$ cat config.mk
export PLATFORM = sky130hd
export DESIGN_NAME = ghost_position_stage_flat
export DESIGN_NICKNAME = d
export VERILOG_FILES = /design/src/rtl/ghost_position_stage_pkg.sv /design/src/rtl/ghost_position_stage_if.sv /design/src/rtl/ghost_position_stage_tile_coord_div.sv /design/src/rtl/ghost_position_stage.sv /design/src/flat_wrapper.sv
export SDC_FILE = /design/constraint.sdc
export NUM_CORES = 1
export LEC_CHECK = 0
export BUFFER_PORTS_ARGS = -buffer_cell sky130_fd_sc_hd__buf_2
export CORE_AREA = 2 2 323 325
export CTS_BUF_LIST = sky130_fd_sc_hd__clkbuf_8
export CTS_CLUSTER_SIZE = 24
export DETAILED_ROUTE_END_ITERATION = 10
export DIE_AREA = 0 0 325 327
export GPL_TIMING_DRIVEN = 0
export SLEW_MARGIN = 20
export SYNTH_ARGS = -nofsm -noshare
export SYNTH_HDL_FRONTEND = slang
export SYNTH_SLANG_ARGS = --single-unit
$ cat constraint.sdc
create_clock -name clk -period 2.5 [get_ports clk]
set_input_delay 0.375 -clock clk [delete_from_list [all_inputs] [get_ports clk]]
set_output_delay 0.375 -clock clk [all_outputs]
set_load 0.05 [all_outputs]
$ cat src/rtl/ghost_position_stage_pkg.sv
// Shared playfield geometry and timing constants for the ghost position stage.
// Also provides the wall-bit lookup index helper.
package ghost_position_stage_pkg;

    localparam int WIDTH          = 640;
    localparam int HEIGHT         = 480;
    localparam int TILE_SIZE      = 20;
    localparam int TILE_COL_NUM   = 32;
    localparam int TILE_ROW_NUM   = 24;
    localparam int GHOST_TICK_DIV = 12_500_000;

    localparam int X_W        = $clog2(WIDTH);
    localparam int Y_W        = $clog2(HEIGHT);
    localparam int WALL_N     = TILE_COL_NUM * TILE_ROW_NUM;
    localparam int WALL_IDX_W = $clog2(WALL_N);
    localparam int COL_IDX_W  = $clog2(TILE_COL_NUM);
    localparam int ROW_IDX_W  = WALL_IDX_W - COL_IDX_W;

    // Column count is a power of two, so row*cols+col is a plain bit concatenation.
    function automatic logic [WALL_IDX_W-1:0] wall_index(
        input logic [ROW_IDX_W-1:0] row,
        input logic [COL_IDX_W-1:0] col
    );
        return {row, col};
    endfunction

endpackage

$ cat src/rtl/ghost_position_stage_if.sv
// Bundle between ghost control / renderer / game FSM and the ghost position stage.
interface ghost_position_stage_if;
    import ghost_position_stage_pkg::*;

    logic [X_W-1:0]    next_x;
    logic [Y_W-1:0]    next_y;
    logic [WALL_N-1:0] tilemap_walls;
    logic [X_W-1:0]    pac_x;
    logic [Y_W-1:0]    pac_y;
    logic              freeze;
    logic [X_W-1:0]    x;
    logic [Y_W-1:0]    y;
    logic              step_strobe;
    logic              blocked;
    logic              busy;
    logic              caught;

    modport master (
        output next_x, next_y, tilemap_walls, pac_x, pac_y, freeze,
        input  x, y, step_strobe, blocked, busy, caught
    );

    modport slave (
        input  next_x, next_y, tilemap_walls, pac_x, pac_y, freeze,
        output x, y, step_strobe, blocked, busy, caught
    );

endinterface

$ cat src/rtl/ghost_position_stage_tile_coord_div.sv
// One-axis pixel-to-tile divider by repeated subtraction, one subtract per cycle.
// done is high for exactly the cycle in which quot/rem become final; they hold afterwards.
module tile_coord_div #(
    parameter int W    = 10,
    parameter int TILE = 20
) (
    input  logic         clk,
    input  logic         reset,
    input  logic         start,
    input  logic [W-1:0] value,
    output logic         done,
    output logic [W-1:0] quot,
    output logic [W-1:0] rem
);

    logic         running_r;
    logic [W-1:0] rem_r;
    logic [W-1:0] quot_r;
    logic         step_s;
    logic         done_s;

    // Decide whether another whole tile can be taken off the remainder.
    always_comb begin
        step_s = 1'b0;
        done_s = 1'b0;
        if (running_r) begin
            step_s = (rem_r >= W'(TILE));
            done_s = (rem_r <  W'(TILE));
        end else begin
            step_s = 1'b0;
            done_s = 1'b0;
        end
    end

    // Divide state: load on start, subtract while a tile remains, stop when done.
    always_ff @(posedge clk or negedge reset) begin
        if (!reset) begin
            running_r <= 1'b0;
            rem_r     <= {W{1'b0}};
            quot_r    <= {W{1'b0}};
        end else if (start) begin
            running_r <= 1'b1;
            rem_r     <= value;
            quot_r    <= {W{1'b0}};
        end else if (step_s) begin
            rem_r     <= rem_r - W'(TILE);
            quot_r    <= quot_r + W'(1'b1);
        end else begin
            running_r <= 1'b0;
        end
    end

    assign done = done_s;
    assign quot = quot_r;
    assign rem  = rem_r;

endmodule

$ cat src/rtl/ghost_position_stage.sv
// Validates the ghost control's proposed position on each move tick against bounds,
// tile alignment and walls, commits legal moves, and flags ghost/Pac-Man overlap.
module ghost_position_stage
    import ghost_position_stage_pkg::*;
#(
    parameter int TICK_DIV = GHOST_TICK_DIV,
    parameter int START_X  = 340,
    parameter int START_Y  = 240,
    parameter int TILE     = TILE_SIZE
) (
    input  logic                  clk,
    input  logic                  reset,
    ghost_position_stage_if.slave gp
);

    localparam int CNT_W = (TICK_DIV > 1) ? $clog2(TICK_DIV) : 1;

    typedef enum logic [2:0] {
        ST_IDLE   = 3'd0,
        ST_DIVX   = 3'd1,
        ST_DIVY   = 3'd2,
        ST_LOOK   = 3'd3,
        ST_COMMIT = 3'd4,
        ST_BLOCK  = 3'd5
    } state_t;

    logic [CNT_W-1:0] tick_cnt_r;
    logic             tick_s;
    state_t           state_r;
    state_t           state_s;
    logic             latch_s;
    logic             start_x_s;
    logic             start_y_s;
    logic             done_x_s;
    logic             done_y_s;
    logic [X_W-1:0]   col_s;
    logic [X_W-1:0]   rem_x_s;
    logic [Y_W-1:0]   row_s;
    logic [Y_W-1:0]   rem_y_s;
    logic             in_range_s;
    logic             wall_s;
    logic             bad_s;
    logic [X_W-1:0]   lx_r;
    logic [Y_W-1:0]   ly_r;
    logic [X_W-1:0]   x_r;
    logic [Y_W-1:0]   y_r;
    logic             step_strobe_r;
    logic             blocked_r;
    logic             busy_r;
    logic             caught_r;

    // Move tick: last count of the free-running divider, independent of freeze.
    always_comb begin
        tick_s = (tick_cnt_r == CNT_W'(TICK_DIV - 1));
    end

    // Free-running tick counter.
    always_ff @(posedge clk or negedge reset) begin
        if (!reset) begin
            tick_cnt_r <= {CNT_W{1'b0}};
        end else if (tick_s) begin
            tick_cnt_r <= {CNT_W{1'b0}};
        end else begin
            tick_cnt_r <= tick_cnt_r + CNT_W'(1'b1);
        end
    end

    // X divides the live proposal at the moment it is latched; Y works on the latched copy.
    tile_coord_div #(.W(X_W), .TILE(TILE)) u_div_x (
        .clk   (clk),
        .reset (reset),
        .start (start_x_s),
        .value (gp.next_x),
        .done  (done_x_s),
        .quot  (col_s),
        .rem   (rem_x_s)
    );

    tile_coord_div #(.W(Y_W), .TILE(TILE)) u_div_y (
        .clk   (clk),
        .reset (reset),
        .start (start_y_s),
        .value (ly_r),
        .done  (done_y_s),
        .quot  (row_s),
        .rem   (rem_y_s)
    );

    // Legality of the divided proposal; the wall bit only matters when the tile exists.
    always_comb begin
        in_range_s = (col_s < X_W'(TILE_COL_NUM)) && (row_s < Y_W'(TILE_ROW_NUM));
        wall_s     = 1'b0;
        if (in_range_s) begin
            wall_s = gp.tilemap_walls[wall_index(row_s[ROW_IDX_W-1:0], col_s[COL_IDX_W-1:0])];
        end else begin
            wall_s = 1'b0;
        end
        bad_s = (rem_x_s != {X_W{1'b0}}) || (rem_y_s != {Y_W{1'b0}}) || !in_range_s || wall_s;
    end

    // Check sequencer next-state and control strobes; ticks outside IDLE are dropped.
    always_comb begin
        state_s   = state_r;
        latch_s   = 1'b0;
        start_x_s = 1'b0;
        start_y_s = 1'b0;
        case (state_r)
            ST_IDLE: begin
                if (tick_s && !gp.freeze) begin
                    latch_s   = 1'b1;
                    start_x_s = 1'b1;
                    state_s   = ST_DIVX;
                end else begin
                    state_s   = ST_IDLE;
                end
            end
            ST_DIVX: begin
                if (done_x_s) begin
                    start_y_s = 1'b1;
                    state_s   = ST_DIVY;
                end else begin
                    state_s   = ST_DIVX;
                end
            end
            ST_DIVY: begin
                if (done_y_s) begin
                    state_s = ST_LOOK;
                end else begin
                    state_s = ST_DIVY;
                end
            end
            ST_LOOK: begin
                if (bad_s) begin
                    state_s = ST_BLOCK;
                end else begin
                    state_s = ST_COMMIT;
                end
            end
            ST_COMMIT: state_s = ST_IDLE;
            ST_BLOCK:  state_s = ST_IDLE;
            default:   state_s = ST_IDLE;
        endcase
    end

    // Sequencer state register.
    always_ff @(posedge clk or negedge reset) begin
        if (!reset) begin
            state_r <= ST_IDLE;
        end else begin
            state_r <= state_s;
        end
    end

    // Latched proposal, committed position and registered status outputs.
    always_ff @(posedge clk or negedge reset) begin
        if (!reset) begin
            lx_r          <= {X_W{1'b0}};
            ly_r          <= {Y_W{1'b0}};
            x_r           <= X_W'(START_X);
            y_r           <= Y_W'(START_Y);
            step_strobe_r <= 1'b0;
            blocked_r     <= 1'b0;
            busy_r        <= 1'b0;
            caught_r      <= 1'b0;
        end else begin
            if (latch_s) begin
                lx_r <= gp.next_x;
                ly_r <= gp.next_y;
            end
            if (state_r == ST_COMMIT) begin
                x_r <= lx_r;
                y_r <= ly_r;
            end
            step_strobe_r <= (state_r == ST_COMMIT);
            blocked_r     <= (state_r == ST_BLOCK);
            busy_r        <= (state_s != ST_IDLE);
            caught_r      <= (x_r == gp.pac_x) && (y_r == gp.pac_y);
        end
    end

    assign gp.x           = x_r;
    assign gp.y           = y_r;
    assign gp.step_strobe = step_strobe_r;
    assign gp.blocked     = blocked_r;
    assign gp.busy        = busy_r;
    assign gp.caught      = caught_r;

endmodule

$ cat src/flat_wrapper.sv
// flat-port wrapper written by rule: the top's interface ports become plain ports
module ghost_position_stage_flat import ghost_position_stage_pkg::*;
#(
    parameter int TICK_DIV = GHOST_TICK_DIV,
    parameter int START_X  = 340,
    parameter int START_Y  = 240,
    parameter int TILE     = TILE_SIZE
)
  (clk, reset, gp_next_x, gp_next_y, gp_tilemap_walls, gp_pac_x, gp_pac_y, gp_freeze, gp_x, gp_y, gp_step_strobe, gp_blocked, gp_busy, gp_caught);
  ghost_position_stage_if gp_i ();
  input  logic clk;
  input  logic reset;
  input wire logic [$bits(gp_i.next_x)-1:0] gp_next_x;
  input wire logic [$bits(gp_i.next_y)-1:0] gp_next_y;
  input wire logic [$bits(gp_i.tilemap_walls)-1:0] gp_tilemap_walls;
  input wire logic [$bits(gp_i.pac_x)-1:0] gp_pac_x;
  input wire logic [$bits(gp_i.pac_y)-1:0] gp_pac_y;
  input wire logic [$bits(gp_i.freeze)-1:0] gp_freeze;
  output wire logic [$bits(gp_i.x)-1:0] gp_x;
  output wire logic [$bits(gp_i.y)-1:0] gp_y;
  output wire logic [$bits(gp_i.step_strobe)-1:0] gp_step_strobe;
  output wire logic [$bits(gp_i.blocked)-1:0] gp_blocked;
  output wire logic [$bits(gp_i.busy)-1:0] gp_busy;
  output wire logic [$bits(gp_i.caught)-1:0] gp_caught;
  assign gp_i.next_x = gp_next_x;
  assign gp_i.next_y = gp_next_y;
  assign gp_i.tilemap_walls = gp_tilemap_walls;
  assign gp_i.pac_x = gp_pac_x;
  assign gp_i.pac_y = gp_pac_y;
  assign gp_i.freeze = gp_freeze;
  assign gp_x = gp_i.x;
  assign gp_y = gp_i.y;
  assign gp_step_strobe = gp_i.step_strobe;
  assign gp_blocked = gp_i.blocked;
  assign gp_busy = gp_i.busy;
  assign gp_caught = gp_i.caught;
  ghost_position_stage #(.TICK_DIV(TICK_DIV), .START_X(START_X), .START_Y(START_Y), .TILE(TILE)) u_core (.clk(clk), .reset(reset), .gp(gp_i));
endmodule
# [Yosys cells after proc, flatten, opt, wreduce, memory -nomap -nowiden]
# Index checks and enable logic that the tools add are counted.
# W data, S select, Z words.
[word_totals] register_bits=109 in_bits=809 output_inout_bits=23 word_cells=81
[op_classes] addsub=5 n_lt_le_gt_ge=7 eq_ne=10 n_mux=29 n_reduce_logical=14
[op_table] cell="$mux W10" count=4
[op_table] cell="$mux W9" count=4
[op_table] cell="$add A24 B1 Y24 const B" count=1
[op_table] cell="$eq A24 B24 Y1 const B" count=1
[op_table] cell="$mux W24" count=1
[op_table] cell="$lt A9 B5 Y1 const B" count=2
[op_table] cell="$mux W1" count=17
[op_table] cell="$pmux W3 S4" count=1
[op_table] cell="$lt A10 B11 Y1 const B" count=1
[op_table] cell="$add A10 B1 Y10 const B" count=1
[op_table] cell="$bmux W1 S10" count=1
[op_table] cell="$eq A10 B10 Y1" count=1
[op_table] cell="$ge A10 B5 Y1 const B" count=1
[op_table] cell="$lt A10 B5 Y1 const B" count=1
[op_table] cell="$lt A10 B6 Y1 const B" count=1
[op_table] cell="$reduce_bool A10 Y1" count=1
[op_table] cell="$sub A10 B5 Y10 const B" count=1
[op_table] cell="$add A9 B1 Y9 const B" count=1
[op_table] cell="$eq A9 B9 Y1" count=1
[op_table] cell="$ge A9 B5 Y1 const B" count=1
[op_table] cell="$reduce_bool A9 Y1" count=1
[op_table] cell="$sub A9 B5 Y9 const B" count=1
[op_table] cell="$eq A3 B2 Y1 const B" count=2
[op_table] cell="$eq A3 B3 Y1 const B" count=2
[op_table] cell="9 further kinds" count=16

# [Longest topological paths before layout]
# Gate-level depths: netlist of run 1.
[logic_depth] word_depth=8 depth_mapped=13 mapped_depth_nobuf=10

# [Hierarchy]
# A second synthesis of run 1 with hierarchy kept.
[unflattened] hier_cells=1084 area_unflattened_um2=12099.1
[modules_own_cells] module="ghost_position_stage" n_inst=1 cells_each=862 area_each_um2=9864.5
[modules_own_cells] module="tile_coord_div at u_core.u_div_x" n_inst=1 cells_each=117 area_each_um2=1169.9
[modules_own_cells] module="tile_coord_div at u_core.u_div_y" n_inst=1 cells_each=105 area_each_um2=1064.8

# [Worst setup path before layout of run 1]
# Ideal clock, no wire load.
[synth_path] path_kind="register to register" startpoint="register u_core.u_div_x.quot_r[0], in the netlist u_core.u_div_x.quot[0]" endpoint="register u_core.state_r[0]" t_arrival_ps=2312 setup_slack_ps=59 stages_incl_launch_ff=11 synth_period_minus_slack_ps=2441 path_cell_list="dfrtp_1 > buf_6 > buf_6 > buf_2 > mux4_2 > a211oi_1 > o21ai_0 > a311oi_1 > nor4_1 > nor4_1 > a21oi_1"
[synth_between] elab_chain_cells=7 elab_cells_between_ends=10 classes_between="1 x order compare; 5 x mux; 4 x reduce/logical"
[synth_rtl] element="start: declaration" line="ghost_position_stage_tile_coord_div.sv:18" source="logic [W-1:0] quot_r;"
[synth_rtl] element="start signal: assignment" line="ghost_position_stage_tile_coord_div.sv:40" source="quot_r <= {W{1'b0}};"
[synth_rtl] element="start signal: assignment" line="ghost_position_stage_tile_coord_div.sv:44" source="quot_r <= {W{1'b0}};"
[synth_rtl] element="start signal: assignment" line="ghost_position_stage_tile_coord_div.sv:47" source="quot_r <= quot_r + W'(1'b1);"
[synth_rtl] element="branches (longest 4 deep; another with $bmux W1 S10)"
[synth_rtl] element="$logic_or A1 B1 Y1 (*)" line="ghost_position_stage.sv:98" source="bad_s = (rem_x_s != {X_W{1'b0}}) || (rem_y_s != {Y_W{1'b0}}) || !in_range_s || wall_s;"
[synth_rtl] element="$mux W1 (*)" line="ghost_position_stage.sv:133" source="if (bad_s) begin"
[synth_rtl] element="$pmux W3 S4 (*)" line="ghost_position_stage.sv:107" source="case (state_r)"
[synth_rtl] element="named net u_core.state_s[0]" line="ghost_position_stage.sv:30" source="state_t state_s;"
[synth_rtl] element="end signal: assignment" line="ghost_position_stage.sv:150" source="state_r <= state_s;"
[synth_rtl] element="end: declaration" line="ghost_position_stage.sv:29" source="state_t state_r;"
# Mark *: on every way through the listed nets, which the timed path passes. The select of a mux whose other input is x is not followed.
# A chain may end at the register's enable or synchronous reset.

# [Worst setup path after layout of run 1]
# Ends and elaborated chain as after synthesis.

==> metrics.md, run 1 <==
| Metric | Value |
|---|---|
| Status | `complete, but fails checks` |
| Failing checks | `negative setup slack` |
| Top FF cell, synth | `dfrtp_1` |
| Clk sinks | `109` |
| PnR worst setup slack | `-0.898 ns` |
| Synth cell types | `62` |
| Pin count of the biggest net entering global routing | `62` |
| Drt via density | `4.23` |
| Seq/Total Area, Yosys | `0.237` |
| Pre-Repair DR Iteration Count | `5` |
| Final period util | `1.36` |
| Antenna violations before repair | `41` |
| Most frequent CP cell | `buf_12` |
| Initial core utilization | `0.112` |
| Mapped Area | `0.0115 mm2` |
| Vias in the first global route | `14300` |
| Total core area | `0.103 mm2` |
| Synth Register Bits | `109` |
| RSZ-0062 raised after global routing | `yes` |
| Root Buffer | `clkbuf_8` |
| R2r setup slk | `-0.90 ns` |
| Post-Syn Instances | `1047` |
| Grt ovf | `0` |
| Final core utilization | `0.185` |
| Initial DRC Count | `1053` |
| Layout area overhead | `64.9%` |
| Crit start category | `flip-flop` |
| Total CTS buffers | `9` |
| I/O pin count | `832` |
| Final setup viols | `1` |
| WL final | `98200 um` |
| Syn_nets | `1865` |
| Antenna viol nets, final | `0` |
| Die height | `327 um` |
| Required time of the worst setup path | `2.74 ns` |
| Fill cells | `11500` |
| Fin. Hold Viols | `0` |
| Slew @ Worst Pin | `0.826 ns` |
| IO Port Bufs | `831` |
| Rows | `118` |
| Setup Crit Path Kind | `reg2reg` |
| First-pass GRT wire length | `126000 um` |
| Worst-path clk slew | `0.12 ns` |
| DPL Wire Length | `82700 um` |
| Crit-path leading delay family | `compound AO/OA/AOI/OAI gates` |
| Nets@finish | `2747` |
| Crit path max fanout | `10` |
| CTS tree | `yes` |
| Critical path arrival | `3.64 ns` |
| FMAX | `0.294 GHz` |
| PD cells | `215 mW/mm2` |
| Layout Cells excl Fill | `3328` |
| Max Cap Violations | `0` |
| Die extent in x | `325 um` |
| Final Wtd Congestion | `0.960` |
| DR WL/cell | `29.5 um` |
| Hold Path Class | `in2reg` |
| Clock Path Buffers | `2` |
| DR vias | `14100` |
| Ratio of cells with drive above 1 in the final layout | `0.626` |
| GRT Total Usage | `0.177` |
| Worst path cell trace | `buf_12 > buf_16 > buf_12 > mux4_2 > a22oi_2 > nand4b_1 > a32o_2 > o311ai_4 > a211oi_2 > nor4_4 > a21oi_1` |
| Avg Cell Area, Syn | `11.0 um2` |
| Minimum hold slack | `0.181 ns` |
| Final Max Slew Viols | `0` |
| Crit-path max cell delay | `0.58 ns` |
| Clk Latency, worst-skew pair | `0.39 ns` |
| Full die area | `0.106 mm2` |
| # placed instances | `3261` |
| Leak | `8.23 nW` |
| Final min period | `3.40 ns` |
| CTS H-tree depth | `3` |
| CP bufs+invs | `3` |
| Asr flop ratio synth | `1.00` |
| Place WS | `-2.64 ns` |
| VDD IR max | `0.000224 V` |
| Fin Clk Skew | `0.0246 ns` |
| DRC viols | `0` |
| Setup crit end kind | `flip-flop` |
| Yosys warns | `0` |
| EDFF count, synth | `0` |
| Power Total | `0.00409 W` |
| Crit path max-delay cell type | `mux4_2` |
| Relative slew margins | `0.449` |
-- worst reg2reg max path: stages (launching register included) --
cell and delay, ns:
dfrtp_1 0.41, buf_12 0.17, buf_16 0.16, buf_12 0.16
mux4_2 0.58, a22oi_2 0.32, nand4b_1 0.30, a32o_2 0.39
o311ai_4 0.13, a211oi_2 0.09, nor4_4 0.47, a21oi_1 0.08
-- cell families (layout without fill, tap and decap cells) --
logic type / after synthesis / count (layout) / share of synthesized area
AO/OA/AOI/OAI: 178 / 178 / 0.108
XOR/XNOR: 68 / 68 / 0.0516
adder cells (fa/ha/maj): 9 / 9 / 0.00976
buffers and inverters: 104 / 990 / 0.0585
flip-flops: 109 / 109 / 0.237
multiplexers: 262 / 262 / 0.408
other: 0 / 15 / 0
AND/OR/NAND/NOR: 317 / 317 / 0.127
-- registers in the layout, summed over array words and instances, names as in the netlist --
signal,cells
u_core.lx_r,10
u_core.u_div_y.rem,9
u_core.state_r,3
u_core.gp.step_strobe,1
u_core.u_div_x.running_r,1
u_core.gp.caught,1
u_core.gp.x,10
u_core.u_div_x.quot,10
u_core.u_div_y.running_r,1
u_core.gp.busy,1
u_core.tick_cnt_r,24
u_core.u_div_x.rem,10
u_core.u_div_y.quot,9
u_core.ly_r,9
u_core.gp.blocked,1
u_core.gp.y,9
-- final timing paths --
path,to,cells past startpoint,startpoint
min,u_core.ly_r[0]$_DFFE_PN0P_,3,gp_next_y[0]
min in group asynchronous,u_core.lx_r[3]$_DFFE_PN0P_,2,reset
max,u_core.state_r[0]$_DFF_PN0_,11,u_core.u_div_x.quot[0]$_DFFE_PN0P_
min reg2reg,u_core.lx_r[8]$_DFFE_PN0P_,2,u_core.lx_r[8]$_DFFE_PN0P_
max in group asynchronous,u_core.gp.y[6]$_DFFE_PN1P_,3,reset
max reg2reg,u_core.state_r[0]$_DFF_PN0_,11,u_core.u_div_x.quot[0]$_DFFE_PN0P_
-- metal layers --
layer / wire (um) / share of wire / GRT usage
met4: 3970 / 0.040 / 0.0641
met2: 44400 / 0.45 / 0.285
met3: 8040 / 0.082 / 0.0384
met5: 127 / 0.0013 / 0
met1: 41600 / 0.42 / 0.232
-- layout by cell type, fill, tap and decap left out, types with 7 or more instances in the layout --
master / synthesis / final
nor2b_1: 10 / 7
mux2i_2: 0 / 9
dfstp_2: 8 / 8
nor4_1: 17 / 11
clkbuf_1: 42 / 11
ha_1: 9 / 9
a22oi_1: 30 / 27
o221ai_1: 17 / 16
clkbuf_4: 0 / 15
mux2_2: 25 / 24
xor2_1: 42 / 42
nand4_1: 11 / 11
xnor2_1: 26 / 26
buf_8: 3 / 11
and3_1: 13 / 13
buf_6: 8 / 8
buf_16: 0 / 9
inv_1: 12 / 10
nand2_1: 132 / 132
mux2i_1: 79 / 64
clkbuf_2: 0 / 9
nor2_1: 63 / 62
buf_4: 10 / 39
nand2b_1: 8 / 8
a21oi_1: 32 / 29
a221oi_1: 19 / 9
buf_12: 8 / 18
o21ai_0: 32 / 30
nand3_1: 22 / 20
dfrtp_1: 101 / 99
clkbuf_8: 0 / 12
diode_2: 0 / 15
nor3_1: 17 / 14
mux4_2: 138 / 139
buf_2: 18 / 836
mux4_1: 20 / 19
-- where the power goes --
part             switching (W)  total [W]  internal [W]
registers      0.0000000000113    0.00176       0.00176
logic                 0.000504    0.00120      0.000696
clock network         0.000649    0.00113      0.000478
total                  0.00115    0.00409       0.00294
-- stage by stage --
step	cell area [um2]	TNS (ns)
after floorplan	11500	0
after global placement	17400	-50.34
after detailed placement	17500	-9.49
after CTS	18600	-1.03
after global routing	19000	-1.01
final	19000	-0.898
-- synth_stat cells, types with 20 or more instances --
cell      count  area (um2)
nor2_1       63         236
clkbuf_1     42         158
mux2_2       25         282
nand2_1     132         495
a21oi_1      32         160
mux4_2      138        3110
xnor2_1      26         228
xor2_1       42         368
o21ai_0      32         160
nand3_1      22         110
dfrtp_1     101        2530
a22oi_1      30         225
mux4_1       20         526
mux2i_1      79         791
-- cell type report --
type | count | area (um2) | area share
buffer | 88 | 1010 | 0.0532
clock inverter | 6 | 77.6 | 0.00408
tap | 1380 | 1730 | 0.0907
antenna | 15 | 37.5 | 0.00197
multi-input combinational | 834 | 8660 | 0.455
sequential | 109 | 2740 | 0.144
clock buffer | 9 | 124 | 0.00651
inverter | 15 | 71.3 | 0.00375
timing repair buffer | 872 | 4580 | 0.241
-- repair_timing --
action	in CTS	in global routing
hold buffers	1	0
hold endpoints to repair	46	0
buffers inserted	24	13
gates resized for setup	153	64
pin swaps	11	9
setup endpoints to repair	36	32
(Power assumes the default switching activity.)
==> run 2, diff against run 1 <==
REMOVE_ABC_BUFFERS = 1   (was default)
==> metrics.md, run 2 (synthesis results as in run 1) <==
| Metric | Value |
|---|---|
| Total CTS buffers | `9` |
| Switching power | `0.00108 W` |
| Final period util | `1.29` |
| DR WL/cell | `25.7 um` |
| Fin. Hold Viols | `0` |
| GRT Total Usage | `0.150` |
| Final setup viols | `1` |
| Required time of the worst setup path | `2.81 ns` |
| Minimum hold slack | `0.183 ns` |
| Most frequent cells in the layout | `831 x buf_2, 141 x mux4_2, 130 x nand2_1` |
| Relative slew margins | `0.311` |
| Final core utilization | `0.187` |
| Ratio of cells with drive above 1 in the final layout | `0.626` |
| Clk sinks | `109` |
| RSZ-0062 raised after global routing | `yes` |
| Power Total | `0.00392 W` |
| Die extent in x | `325 um` |
| Cell area after layout | `0.0192 mm2` |
| Fin Clk Skew | `0.0192 ns` |
| Grt ovf | `0` |
| Initial core utilization | `0.112` |
| Layout Cells excl Fill | `3312` |
| WL final | `85100 um` |
| Reg power frac | `0.450` |
| Commonest non-fill, non-tap cell in the layout | `buf_2` |
| First-pass GRT wire length | `111000 um` |
| Crit path max fanout | `6` |
| CTS tree | `yes` |
| Drt via density | `4.11` |
| DRC viols | `0` |
| Biggest register | `u_core.tick_cnt_r` |
| Clock Path Buffers | `2` |
| Max Cap Violations | `0` |
| Root Buffer | `clkbuf_8` |
| Total core area | `0.103 mm2` |
| PnR worst setup slack | `-0.722 ns` |
| I/O pin count | `832` |
| Placement Cell Area | `0.0175 mm2` |
| Final Max Slew Viols | `0` |
| Final min period | `3.22 ns` |
| FMAX | `0.310 GHz` |
| IO Port Bufs | `831` |
| Clk Latency, worst-skew pair | `0.39 ns` |
| Status | `complete, but fails checks` |
| Largest register FFs | `24` |
| Clock power frac | `0.264` |
| Setup Crit Path Kind | `reg2reg` |
| DR vias | `13600` |
| Critical path arrival | `3.53 ns` |
| Full die area | `0.106 mm2` |
| Vias in the first global route | `14000` |
| Failing checks | `negative setup slack` |
| Switching part of the total | `0.275` |
| PD cells | `204 mW/mm2` |
| Die height | `327 um` |
| Worst-path clk slew | `0.12 ns` |
| Antenna violations before repair | `41` |
| Initial DRC Count | `1138` |
| Power share of the combinational group | `0.287` |
| Pre-Repair DR Iteration Count | `5` |
| Pint | `0.00284 W` |
| Final Wtd Congestion | `0.935` |
| Leak | `8.23 nW` |
| VDD IR max | `0.000214 V` |
| Slew @ Worst Pin | `1.02 ns` |
| Pin count of the biggest net entering global routing | `65` |
| Rows | `118` |
| # placed instances | `3199` |
| Nets@finish | `2715` |
| Crit start category | `flip-flop` |
| Setup crit end kind | `flip-flop` |
| Layout area overhead | `66.8%` |
| Hold Path Class | `in2reg` |
| Antenna viol nets, final | `0` |
| DPL Wire Length | `66000 um` |
| CTS H-tree depth | `3` |
-- run 2: timing repair --
item | CTS | global route
endpoints found under the setup margin | 34 | 13
hold buffers | 1 | 0
resized for setup | 64 | 28
pin swaps | 15 | 16
gates cloned | 15 | 2
buffers inserted | 44 | 6
endpoints found under the hold margin | 42 | 0
-- run 2: layout make-up --
cell class	count	area, um2
clock inverters	6	45.0
fillers	11400	83700
clock buffers	10	138
flip-flops and latches	109	2760
repair buffers	928	5830
multi-input cells	834	8590
well taps	1380	1730
diodes	30	75.1
inverters	15	72.6
-- run 2: final timing paths --
| check | slack [ns] | to | startpoint | cells after the start |
|---|---|---|---|---|
| worst max-delay path | -0.72 | u_core.state_r[0]$_DFF_PN0_ | u_core.u_div_x.quot[0]$_DFFE_PN0P_ | 10 |
| worst min-delay path | 0.18 | u_core.ly_r[1]$_DFFE_PN0P_ | gp_next_y[1] | 3 |
| worst max register to register | -0.72 | u_core.state_r[0]$_DFF_PN0_ | u_core.u_div_x.quot[0]$_DFFE_PN0P_ | 10 |
| worst min register to register | 0.47 | u_core.lx_r[9]$_DFFE_PN0P_ | u_core.lx_r[9]$_DFFE_PN0P_ | 2 |
| max in group asynchronous | 1.30 | u_core.gp.y[6]$_DFFE_PN1P_ | reset | 3 |
| min in group asynchronous | 0.48 | u_core.gp.x[5]$_DFFE_PN0P_ | reset | 2 |
-- run 2: worst max-delay path, stage by stage (launching register included) --
cell      delay [ns]
dfrtp_4         0.50
buf_12          0.16
buf_16          0.16
mux4_2          0.54
nand2b_4        0.19
a211oi_2        0.06
a311o_2         0.38
a211o_4         0.39
nor4_4          0.46
nor4_4          0.13
a21oi_1         0.13
-- run 2: routing by layer --
layer	vias up	global-route usage	wire length, um
met5	-	0	148
met4	22	0.0533	3070
met3	123	0.0399	7690
met2	885	0.247	39900
met1	6690	0.190	34300
li1	5889	-	-
-- run 2: power by group through the flow --
stage	clock, W	combinational, W	sequential, W
finish	0.00103	0.00112	0.00176
global route	0.00112	0.00120	0.00176
CTS	0.00106	0.00112	0.00176
detailed placement	0	0.00109	0.00180
global placement	0	0.00106	0.00180
floorplan	0	0.000283	0.00180
-- run 2: stage by stage --
step	setup WS [ns]	TNS, ns
after global placement	-15.74	-231.48
final	-0.722	-0.722
after detailed placement	-2.96	-5.89
after floorplan	-7.27	-83.85
after CTS	-0.782	-0.782
after global routing	-0.840	-0.840
